## config.mk

```make
export PLATFORM = sky130hd
export DESIGN_NAME = psum_accum
export DESIGN_NICKNAME = d
export VERILOG_FILES = /design/src/rtl/psum_accum_pkg.sv /design/src/rtl/psum_accum_requant_sat.sv /design/src/rtl/psum_accum.sv
export SDC_FILE = /design/constraint.sdc
export NUM_CORES = 1
export LEC_CHECK = 0
export CELL_PAD_IN_SITES_DETAIL_PLACEMENT = 1
export CELL_PAD_IN_SITES_GLOBAL_PLACEMENT = 1
export CORE_MARGIN = 4
export CORE_UTILIZATION = 23
export CTS_BUF_LIST = sky130_fd_sc_hd__clkbuf_4 sky130_fd_sc_hd__clkbuf_8
export CTS_CLUSTER_SIZE = 28
export DETAILED_ROUTE_END_ITERATION = 7
export MAX_ROUTING_LAYER = met4
export PLACE_DENSITY = 0.57
export SETUP_SLACK_MARGIN = 0.05
export SYNTH_ARGS = -nofsm -noshare
export SYNTH_HDL_FRONTEND = slang
export SYNTH_HIERARCHICAL = 1
export SYNTH_SLANG_ARGS = --single-unit
```

## constraint.sdc

```tcl
create_clock -name clk -period 5 [get_ports clk]
set_clock_uncertainty 0.15 [all_clocks]
set_input_delay 0.75 -clock clk [delete_from_list [all_inputs] [get_ports clk]]
set_output_delay 0.75 -clock clk [all_outputs]
set_load 0.01 [all_outputs]
```

## src/rtl/psum_accum_pkg.sv

```systemverilog
// psum_accum_pkg: datapath widths shared by the vector multiplier and the
// partial-sum accumulator, plus a small sizing helper.
//   DATA_WIDTH  feature/weight width (also the requantized output width)
//   WEIGHT_SIZE lanes in the vector multiplier
//   PSUM_W      multiplier output width, DATA_WIDTH*2+2
package psum_accum_pkg;

  localparam int DATA_WIDTH  = 8;
  localparam int WEIGHT_SIZE = 16;
  localparam int PSUM_W      = DATA_WIDTH*2+2;

  // Width of a 0..len-1 counter; a length-1 counter still needs one bit.
  function automatic int cnt_width(input int len);
    return (len > 1) ? $clog2(len) : 1;
  endfunction

endpackage

```

## src/rtl/psum_accum_requant_sat.sv

```systemverilog
// requant_sat: combinational requantizer. Rounding right shift by SHIFT
// (round half up) followed by unsigned saturation to DATA_WIDTH bits.
//   acc  in  ACC_W       raw accumulated value
//   q    out DATA_WIDTH  rounded, saturated result
module requant_sat #(
  parameter int ACC_W      = 20,
  parameter int SHIFT      = 8,
  parameter int DATA_WIDTH = 8
) (
  input  logic [ACC_W-1:0]      acc,
  output logic [DATA_WIDTH-1:0] q
);

  localparam logic [ACC_W:0] QMAX = (ACC_W+1)'({DATA_WIDTH{1'b1}});

  // One extra bit so the rounding carry out of the top is kept.
  logic [ACC_W:0] rnd;

  generate
    if (SHIFT > 0) begin : g_shift
      localparam logic [ACC_W:0] HALF = (ACC_W+1)'(1) << (SHIFT-1);
      logic [ACC_W:0] biased;
      assign biased = {1'b0, acc} + HALF;
      assign rnd    = biased >> SHIFT;
    end else begin : g_noshift
      assign rnd = {1'b0, acc};
    end
  endgenerate

  assign q = (rnd > QMAX) ? {DATA_WIDTH{1'b1}} : rnd[DATA_WIDTH-1:0];

endmodule

```

## src/rtl/psum_accum.sv

```systemverilog
// psum_accum: sums ACC_LEN consecutive partial sums into one output pixel,
// then requantizes it to DATA_WIDTH. Valid/ready on both sides; one psum per
// cycle and back-to-back results while out_ready stays high.
//   clk, rst_n            clock, async active-low reset
//   clr                   sync flush of the partial group (output untouched)
//   in_valid/in_ready     psum handshake, in_psum PSUM_W bits unsigned
//   out_valid/out_ready   result handshake
//   out_data              requantized, saturated pixel
//   out_acc               raw accumulated sum
module psum_accum #(
  parameter int DATA_WIDTH = psum_accum_pkg::DATA_WIDTH,
  parameter int PSUM_W     = 2*DATA_WIDTH+2,
  parameter int ACC_LEN    = 3,
  parameter int SHIFT      = 8,
  parameter int ACC_W      = PSUM_W + $clog2(ACC_LEN+1)
) (
  input  logic                  clk,
  input  logic                  rst_n,
  input  logic                  clr,
  input  logic                  in_valid,
  output logic                  in_ready,
  input  logic [PSUM_W-1:0]     in_psum,
  output logic                  out_valid,
  input  logic                  out_ready,
  output logic [DATA_WIDTH-1:0] out_data,
  output logic [ACC_W-1:0]      out_acc
);

  import psum_accum_pkg::*;

  localparam int               CNT_W    = cnt_width(ACC_LEN);
  localparam logic [CNT_W-1:0] CNT_LAST = CNT_W'(ACC_LEN-1);

  typedef struct packed {
    logic [ACC_W-1:0]      acc;
    logic [DATA_WIDTH-1:0] data;
  } res_t;

  logic [CNT_W-1:0]      cnt;
  logic [ACC_W-1:0]      acc;
  logic [ACC_W-1:0]      sum;
  logic [DATA_WIDTH-1:0] q;
  res_t                  res_q;
  logic                  vld;
  logic                  in_fire;
  logic                  out_fire;
  logic                  last;

  // Ready depends only on the output register and out_ready, never in_valid.
  assign in_ready = !vld || out_ready;
  // clr swallows a coincident beat: it is neither summed nor counted.
  assign in_fire  = in_valid && in_ready && !clr;
  assign out_fire = vld && out_ready;
  assign last     = (cnt == CNT_LAST);
  assign sum      = acc + ACC_W'(in_psum);

  requant_sat #(
    .ACC_W      (ACC_W),
    .SHIFT      (SHIFT),
    .DATA_WIDTH (DATA_WIDTH)
  ) u_requant (
    .acc (sum),
    .q   (q)
  );

  // Partial accumulation.
  always_ff @(posedge clk or negedge rst_n) begin
    if (!rst_n) begin
      cnt <= '0;
      acc <= '0;
    end else if (clr) begin
      cnt <= '0;
      acc <= '0;
    end else if (in_fire) begin
      if (last) begin
        cnt <= '0;
        acc <= '0;
      end else begin
        cnt <= cnt + CNT_W'(1);
        acc <= sum;
      end
    end
  end

  // Output register. A final beat can only be taken when the register is
  // empty or draining this cycle, so loading always wins over clearing.
  always_ff @(posedge clk or negedge rst_n) begin
    if (!rst_n) begin
      vld   <= 1'b0;
      res_q <= '0;
    end else if (in_fire && last) begin
      vld   <= 1'b1;
      res_q <= '{acc: sum, data: q};
    end else if (out_fire) begin
      vld   <= 1'b0;
    end
  end

  assign out_valid = vld;
  assign out_data  = res_q.data;
  assign out_acc   = res_q.acc;

endmodule

```

==> metrics <==
result of the run finished, final reports clean; violation count after the first detailed-route iteration 119; net count after synthesis 422; GRT Resource Usage Total 13.7%; GRT Residual Overflow 0; terminus of the critical flop-to-flop path out_data[6]; Data required, critical path 5.08 ns; warnings from Yosys 6; Netlist Area Pre-Place ~0.0034 mm²; via count around 3000; floorplan die height 130 µm; synthesized area divided by synthesized cell count 9.10 µm²; Pins Over Slew Limit 0; total of hold buffers inserted after clock tree synthesis 0; top-level port count between 50 and 60; unrepaired setup endpoints after global routing false; Achievable Freq 0.231 GHz; antenna violations before repair 0; worst-case headroom to the max-slew limit between 30 and 40%; gp weighted congestion 0.854; drt drc 0; final hold violation count 0; setup slack at placement approximately 0.29 ns; die boundary width roughly 130 µm; Finish-stage setup viols 0; via/cell ratio 4.97; crit path launch type input pin; register-to-register path setup slack 1.12 ns; hold_sp out_data[7]; Worst Path Max Fanout 8; fraction of layout cells with a size suffix above 1 about 11%; routed len/inst 17.5 µm; design area around 0.0043 mm²; count of antenna diodes in the layout 0; crit path time final approximately 4.3 ns; CTS Buffer Depth 2; HPWL Detailed 8020 µm; Max stage delay cell, worst path sky130_fd_sc_hd__o21ai_0; Post-Route Utilization just under 30%; # port buffers 52; Min-Delay Path Depth 2; Worst path max stage delay 0.49 ns; commonest non-fill, non-tap cell in the layout sky130_fd_sc_hd__nand2_1; Starting Density 23.6%; synthesized instance count 379; Worst-Margin Slew 0.921 ns; Fin Hold WS 0.336 ns; critical path cell sequence clkdlybuf4s50_1 -> ha_1 -> a21oi_1 -> and2_1 -> a21boi_0 -> o21ai_0 -> and2_1 -> xnor2_1 -> ha_1 -> and4_1 -> nand3_1 -> o22ai_2 -> nand4b_1 -> nand2_1 -> nand2_1; maximum number of pins on one net before global-route repair 52; final worst-path setup slack between 0.6 and 0.7 ns; number of max-cap violations 0; clock sink count 51; first-pass GRT wire length 17800 µm; TritonCTS clock tree built; core area between 0.01 and 0.015 mm²; post-cts sizing count 0; critical path class in -> reg; area grow syn2layout 24.0%; post-CTS setup repair buffer count 0; number of optimization iterations in the first detailed-route pass 4; Core Rows 44; leading cell types in the layout, fill and taps excluded sky130_fd_sc_hd__nand2_1, sky130_fd_sc_hd__dfrtp_1, sky130_fd_sc_hd__clkdlybuf4s50_1, sky130_fd_sc_hd__a21oi_1, sky130_fd_sc_hd__ha_1; data arrival time at the worst-slack endpoint 4.41 ns; Setup Total Neg Slack 0 ns; worst-case reg-to-reg path depth 14; Hold WC Path Type reg -> reg; hold worst-path end out_data[7]; clock-pin slew on the worst setup and hold paths 0.10 ns; depth of the CTS H-tree 2; final net count 474; wire length after detailed routing 10800 µm; via count of the first global-routing pass 3255; die area 0.0170 mm²; Critical Path Sink Type flop; number of CTS-inserted buffers 5; Pwr Density approximately 400 mW/mm²; clock insertion delay at the later pin of the skew report between 0.3 and 0.4 ns; leakage power total 1.87 nW; Worst R2R Start acc[4]; post-route fraction of the period consumed by the critical path approximately 87%; Detail Route Antenna Nets 0; placed standard-cell area 0.00419 mm²; maximum resistive drop on vdd 0.148 mV; root buffer cell sky130_fd_sc_hd__clkbuf_8
[sequential cells by signal, indices dropped and copies added, names as in the netlist]
name and flops:
out_valid 1, cnt 2, acc 20, out_acc 20, out_data 8
[report_power, final]
part	leakage (nW)	total, mW	internal [mW]	switching (mW)
Clock	0.0483	0.258	0.0991	0.159
Sequential	0.671	0.578	0.517	0.0607
Combinational	1.15	0.858	0.401	0.457
[critical path, delay by kind of cell]
kind                     cells  cell delay (ns)
AO/OA/AOI/OAI                4             1.18
AND/OR/NAND/NOR              7             1.20
adder cells (fa/ha/maj)      2             0.66
buffers and inverters        1             0.41
XOR/XNOR                     1             0.19
[final cells by class]
class	instances	area [µm²]
clock buffer	5	68.8
sequential	51	1280
clock inverter	3	18.8
timing repair buffer	62	591
tap	184	230
fill	1708	10300
multi-input combinational	304	2070
inverter	7	26.3
[metrics by stage]
stage / power [mW] / instances
after floorplan: 1.08 / 379
after global routing: 1.83 / 616
after global placement: 1.45 / 608
after detailed placement: 1.45 / 608
after CTS: 1.73 / 616
final: 1.69 / 616
[worst max-delay path by stage]
stage,startpoint,endpoint,slack (ns)
3_5_place_dp,in_psum[4],out_data[6],0.29
2_1_floorplan,in_psum[4],out_data[6],1.27
3_3_place_gp,in_psum[4],out_data[6],0.33
5_1_grt,in_psum[4],out_data[6],0.36
6_report,in_psum[4],out_data[6],0.67
4_1_cts,in_psum[4],out_data[6],0.66
[metal layers]
layer	wire, µm	global-route usage, %	up-vias
li1	-	-	1481
met5	0	-	-
met4	120	3.51	0
met1	5480	19.2	1515
met3	342	2.07	9
met2	4810	20.8	55
Power figures use the tool's default switching activity.
